===== config.mk =====
export PLATFORM = sky130hd
export DESIGN_NAME = mem_arbiter
export DESIGN_NICKNAME = d
export VERILOG_FILES = /design/src/rtl/mem_arbiter.sv
export SDC_FILE = /design/constraint.sdc
export NUM_CORES = 1
export LEC_CHECK = 0
export BUFFER_PORTS_ARGS = -buffer_cell sky130_fd_sc_hd__buf_2
export CELL_PAD_IN_SITES_DETAIL_PLACEMENT = 2
export CELL_PAD_IN_SITES_GLOBAL_PLACEMENT = 2
export CORE_AREA = 2 2 122 124
export DETAILED_ROUTE_END_ITERATION = 8
export DIE_AREA = 0 0 124 126
export PLACE_DENSITY_LB_ADDON = 0.1
export SLEW_MARGIN = 20
export SYNTH_ARGS = -nofsm -noshare
export SYNTH_HDL_FRONTEND = slang
export SYNTH_SLANG_ARGS = --single-unit

===== constraint.sdc =====
create_clock -name clk_i -period 4.3 [get_ports clk_i]
set_input_delay 0.645 -clock clk_i [delete_from_list [all_inputs] [get_ports clk_i]]
set_output_delay 0.645 -clock clk_i [all_outputs]
set_load 0.005 [all_outputs]

===== src/rtl/mem_arbiter.sv =====
// Arbiter that shares one single-port memory between the fetch and MEM stages, with data-side priority.
// Optional per-requester wait-cycle counters are enabled by defining MEM_ARB_PERF_EN.
module mem_arbiter #(
    parameter int ADDR_W = 32,
    parameter int DATA_W = 32
) (
    input  logic              clk_i,
    input  logic              rst_i,
    input  logic              if_req_i,
    input  logic [ADDR_W-1:0] if_addr_i,
    output logic [DATA_W-1:0] if_rdata_o,
    output logic              if_ack_o,
    input  logic              dm_req_i,
    input  logic              dm_we_i,
    input  logic [ADDR_W-1:0] dm_addr_i,
    input  logic [DATA_W-1:0] dm_wdata_i,
    output logic [DATA_W-1:0] dm_rdata_o,
    output logic              dm_ack_o,
    output logic              mem_req_o,
    output logic              mem_we_o,
    output logic [ADDR_W-1:0] mem_addr_o,
    output logic [DATA_W-1:0] mem_wdata_o,
    input  logic [DATA_W-1:0] mem_rdata_i,
    input  logic              mem_ready_i,
    output logic              stall_o
`ifdef MEM_ARB_PERF_EN
    ,
    output logic [31:0]       if_wait_cnt_o,
    output logic [31:0]       dm_wait_cnt_o
`endif
);

    localparam logic [1:0] ST_IDLE     = 2'd0;
    localparam logic [1:0] ST_SERVE_IF = 2'd1;
    localparam logic [1:0] ST_SERVE_DM = 2'd2;

    logic [1:0]        r_state;
    logic              r_mem_we;
    logic [ADDR_W-1:0] r_mem_addr;
    logic [DATA_W-1:0] r_mem_wdata;
    logic              w_if_ack;
    logic              w_dm_ack;

    // Request attributes are captured at the grant edge so the memory sees a stable access.
    always_ff @(posedge clk_i) begin
        if (rst_i) begin
            r_state     <= ST_IDLE;
            r_mem_we    <= 1'b0;
            r_mem_addr  <= '0;
            r_mem_wdata <= '0;
        end else begin
            case (r_state)
                ST_IDLE: begin
                    if (dm_req_i) begin
                        r_state     <= ST_SERVE_DM;
                        r_mem_we    <= dm_we_i;
                        r_mem_addr  <= dm_addr_i;
                        r_mem_wdata <= dm_wdata_i;
                    end else if (if_req_i) begin
                        r_state     <= ST_SERVE_IF;
                        r_mem_we    <= 1'b0;
                        r_mem_addr  <= if_addr_i;
                        r_mem_wdata <= '0;
                    end
                end
                ST_SERVE_IF, ST_SERVE_DM: begin
                    if (mem_ready_i) begin
                        r_state <= ST_IDLE;
                    end
                end
                default: r_state <= ST_IDLE;
            endcase
        end
    end

    // A requester that has already dropped its request completes silently.
    assign w_if_ack = ~rst_i & (r_state == ST_SERVE_IF) & mem_ready_i & if_req_i;
    assign w_dm_ack = ~rst_i & (r_state == ST_SERVE_DM) & mem_ready_i & dm_req_i;

    assign if_ack_o    = w_if_ack;
    assign dm_ack_o    = w_dm_ack;
    assign if_rdata_o  = w_if_ack ? mem_rdata_i : '0;
    assign dm_rdata_o  = w_dm_ack ? mem_rdata_i : '0;
    assign mem_req_o   = (r_state == ST_SERVE_IF) | (r_state == ST_SERVE_DM);
    assign mem_we_o    = r_mem_we;
    assign mem_addr_o  = r_mem_addr;
    assign mem_wdata_o = r_mem_wdata;
    assign stall_o     = (if_req_i & ~w_if_ack) | (dm_req_i & ~w_dm_ack);

`ifdef MEM_ARB_PERF_EN
    logic [31:0] r_if_wait_cnt;
    logic [31:0] r_dm_wait_cnt;

    // Saturating counts of cycles each requester spends stalled.
    always_ff @(posedge clk_i) begin
        if (rst_i) begin
            r_if_wait_cnt <= '0;
            r_dm_wait_cnt <= '0;
        end else begin
            if (if_req_i && !w_if_ack && (r_if_wait_cnt != 32'hFFFF_FFFF)) begin
                r_if_wait_cnt <= r_if_wait_cnt + 32'd1;
            end
            if (dm_req_i && !w_dm_ack && (r_dm_wait_cnt != 32'hFFFF_FFFF)) begin
                r_dm_wait_cnt <= r_dm_wait_cnt + 32'd1;
            end
        end
    end

    assign if_wait_cnt_o = r_if_wait_cnt;
    assign dm_wait_cnt_o = r_dm_wait_cnt;
`endif

endmodule


==> results.sh <==
export IMPL_syn_avg_cell_area_um2=10.7
export IMPL_cts_buffers=9
export IMPL_die_w_um=124
export IMPL_min_path_type="flip-flop to flip-flop"
export IMPL_cts_root_buf="clkbuf_16"
export IMPL_dp_cells=706
export IMPL_first_pass_iters=4
export IMPL_setup_viol=0
export IMPL_first_global_vias=3065
export IMPL_p_int_w=0.00123
export IMPL_initial_utilization_pct=20.5
export IMPL_num_antenna_cells=0
export IMPL_layout_common_cells="buf_2, dfxtp_1, and2_1, a22o_1"
export IMPL_seqPwrFrac_pct=42.9
export IMPL_path_common_cell="buf_2"
export IMPL_arrival_ns=2.09
export IMPL_synth_seq_cells=67
export IMPL_final_cell_count_no_fill=721
export IMPL_clock_path_buffers=2
export IMPL_fp_dieArea_mm2=0.0156
export IMPL_cts_sinks=67
export IMPL_ctsResizeCount=0
export IMPL_gp_congestion=0.659
export IMPL_drc=0
export IMPL_htreeDepth=3
export IMPL_comb_power_share_pct=17.5
export IMPL_syn_nets=412
export IMPL_crit_buf_inv=2
export IMPL_hold_viol=0
export IMPL_synth_cell_area_mm2=0.00293
export IMPL_crit_path_end_kind="output pin"
export IMPL_fin_nets=670
export IMPL_synth_top_area_cell="dfxtp_1"
export IMPL_p_leak_nw=2.55
export IMPL_cp_slowest_stage_delay_ns=0.75
export IMPL_area_growth_pct=58.6
export IMPL_vias_per_cell=4.30
export IMPL_holdBufCountCts=0
export IMPL_drtIter0Drc=42
export IMPL_power_switching_w=0.000433
export IMPL_yosysWarnings=0
export IMPL_cts_setup_buffers=0
export IMPL_route_final_wire_length_mm=11.2
export IMPL_crit_family="simple AND/OR/NAND/NOR gates"
export IMPL_power_density_mw_per_mm2=357
export IMPL_rows=44
export IMPL_path_cells="buf_2, nor2b_2, and3_1, and2_1, buf_2"
export IMPL_coreArea_mm2=0.0143
export IMPL_drv_cap=0
export IMPL_crit_fanout=33
export IMPL_synth_edf_count=0
export IMPL_grt_ovfl_total=0
export IMPL_critPathLaunchType="input pin"
export IMPL_post_route_period_util_pct=63.7
export IMPL_grt_use_total_pct=13.8
export IMPL_crit_slowest_cell="and3_1"
export IMPL_yosysTopAreaCellShare_pct=45.7
export IMPL_drive_above_1_share_pct=53.1
export IMPL_synth_cells=275
export IMPL_status="finished, final reports clean"
export IMPL_power_share_switching_pct=26.0
export IMPL_rsz0062_at_grt="false"
export IMPL_wl_per_cell_um=15.6
export IMPL_required_ns=3.65
export IMPL_yosysSeqAreaShare_pct=45.7
export IMPL_grt_first_pass_wirelength_mm=16.5
export IMPL_cts_tree="built"
export IMPL_whs_ns=0.453
export IMPL_tightest_slew_ns=0.869
export IMPL_critPathKind="input pin to output pin"
export IMPL_fmax_mhz=365
export IMPL_ios=267
export IMPL_async_reset_ff_share_pct=0
export IMPL_drv_slew=0
export IMPL_fin_crit_ns=2.74
export IMPL_antenna_found_initial=0
export IMPL_synthFlopType="dfxtp_1"
export IMPL_slew_headroom_pct=42.1
export IMPL_setup_ws_ns=1.56
export IMPL_grt_max_degree=46
export IMPL_clkTransAtPathRegs_ns=0.05
export IMPL_layout_commonest_cell="buf_2"
export IMPL_vias=3098
export IMPL_clk_latency_ns=0.33
export IMPL_clock_skew_ns=0.00383
export IMPL_finalSetupTns_ns=0
export IMPL_die_h_um=126
export IMPL_numPortBuffers=266
export IMPL_fillCellCount=1666
export IMPL_synth_distinct_cells=23
export IMPL_dp_hpwl_mm=8.88
export IMPL_clkPwrFrac_pct=39.7
export IMPL_synthTopCellsByArea="dfxtp_1, and2_1, mux2i_1"
export IMPL_place_ws_ns=1.49
export IMPL_ir_drop_mv=0.131
export IMPL_ant_nets=0
final cells by class:
class | count | area (um2) | area share (%)
clock buffers | 13 | 250 | 5.38
flip-flops and latches | 67 | 1340 | 28.8
well taps | 184 | 230 | 4.95
clock inverters | 2 | 12.5 | 0.269
inverters | 2 | 7.51 | 0.161
repair buffers | 270 | 1360 | 29.3
multi-input cells | 183 | 1450 | 31.1
layer usage:
metal | global-route usage (%) | part of all wire [%] | vias up | wire length [um]
met4 | 6.15 | 1.6 | 0 | 184
met2 | 24.9 | 50 | 155 | 5680
met3 | 4.53 | 12 | 12 | 1300
li1 | - | - | 1501 | -
met5 | 0 | 0 | - | 0
met1 | 14.4 | 36 | 1430 | 4080
kinds of logic after synthesis:
kind of cell	count (synthesis)	synth area share, %
adders and majority gates	3	1.28
and+or+nand+nor	77	16.1
DFF	67	45.7
buffers and inverters	25	5.12
AOI/OAI and AO/OA	71	20.8
muxes	32	10.9
synth_stat cells, types with 2 or more instances:
cell type  number
and3_1          2
buf_6           3
buf_1           2
mux2i_1        32
nand2b_1        4
inv_1           2
nand2_1         3
o2bb2ai_1      32
dfxtp_1        67
a22o_1         34
ha_1            3
buf_4           5
a21oi_1         2
buf_2          12
and2_1         64
worst register-to-register path, cell delays in order, from the launching register on:
cell and delay, ns:
dfxtp_1 0.37, inv_1 0.08, ha_1 0.26, o21a_1 0.17, nor2_4 0.45, buf_4 0.51, a22o_1 0.27
state kept, by name, summed over array words and instances, names as in the netlist:
| register | cells |
|---|---|
| mem_we_o | 1 |
| r_state | 2 |
| mem_wdata_o | 32 |
| mem_addr_o | 32 |
per-stage QoR:
step	area, um2	utilization (%)	total power [W]
after global routing	4650	32.5	0.00176
final	4650	32.5	0.00166
after floorplan	2930	-	0.000859
after detailed placement	4390	30.7	0.00102
after global placement	4390	30.7	0.00102
after CTS	4650	32.5	0.00170
power groups by stage:
stage / combinational [W] / clock (W) / sequential (W)
2_1_floorplan: 0.000130 / 0 / 0.000729
3_3_place_gp: 0.000294 / 0 / 0.000722
3_5_place_dp: 0.000300 / 0 / 0.000724
4_1_cts: 0.000301 / 0.000688 / 0.000713
5_1_grt: 0.000326 / 0.000716 / 0.000721
6_report: 0.000291 / 0.000660 / 0.000713
worst paths after layout:
kind                     end  slack, ns  cells after the start            from
max           if_rdata_o[21]       1.56                      5           rst_i
min           mem_addr_o[17]       0.45                      1  mem_addr_o[17]
max reg2reg  mem_wdata_o[26]       2.14                      6      r_state[0]
min reg2reg   mem_addr_o[17]       0.45                      1  mem_addr_o[17]
Power figures use the tool's default switching activity.
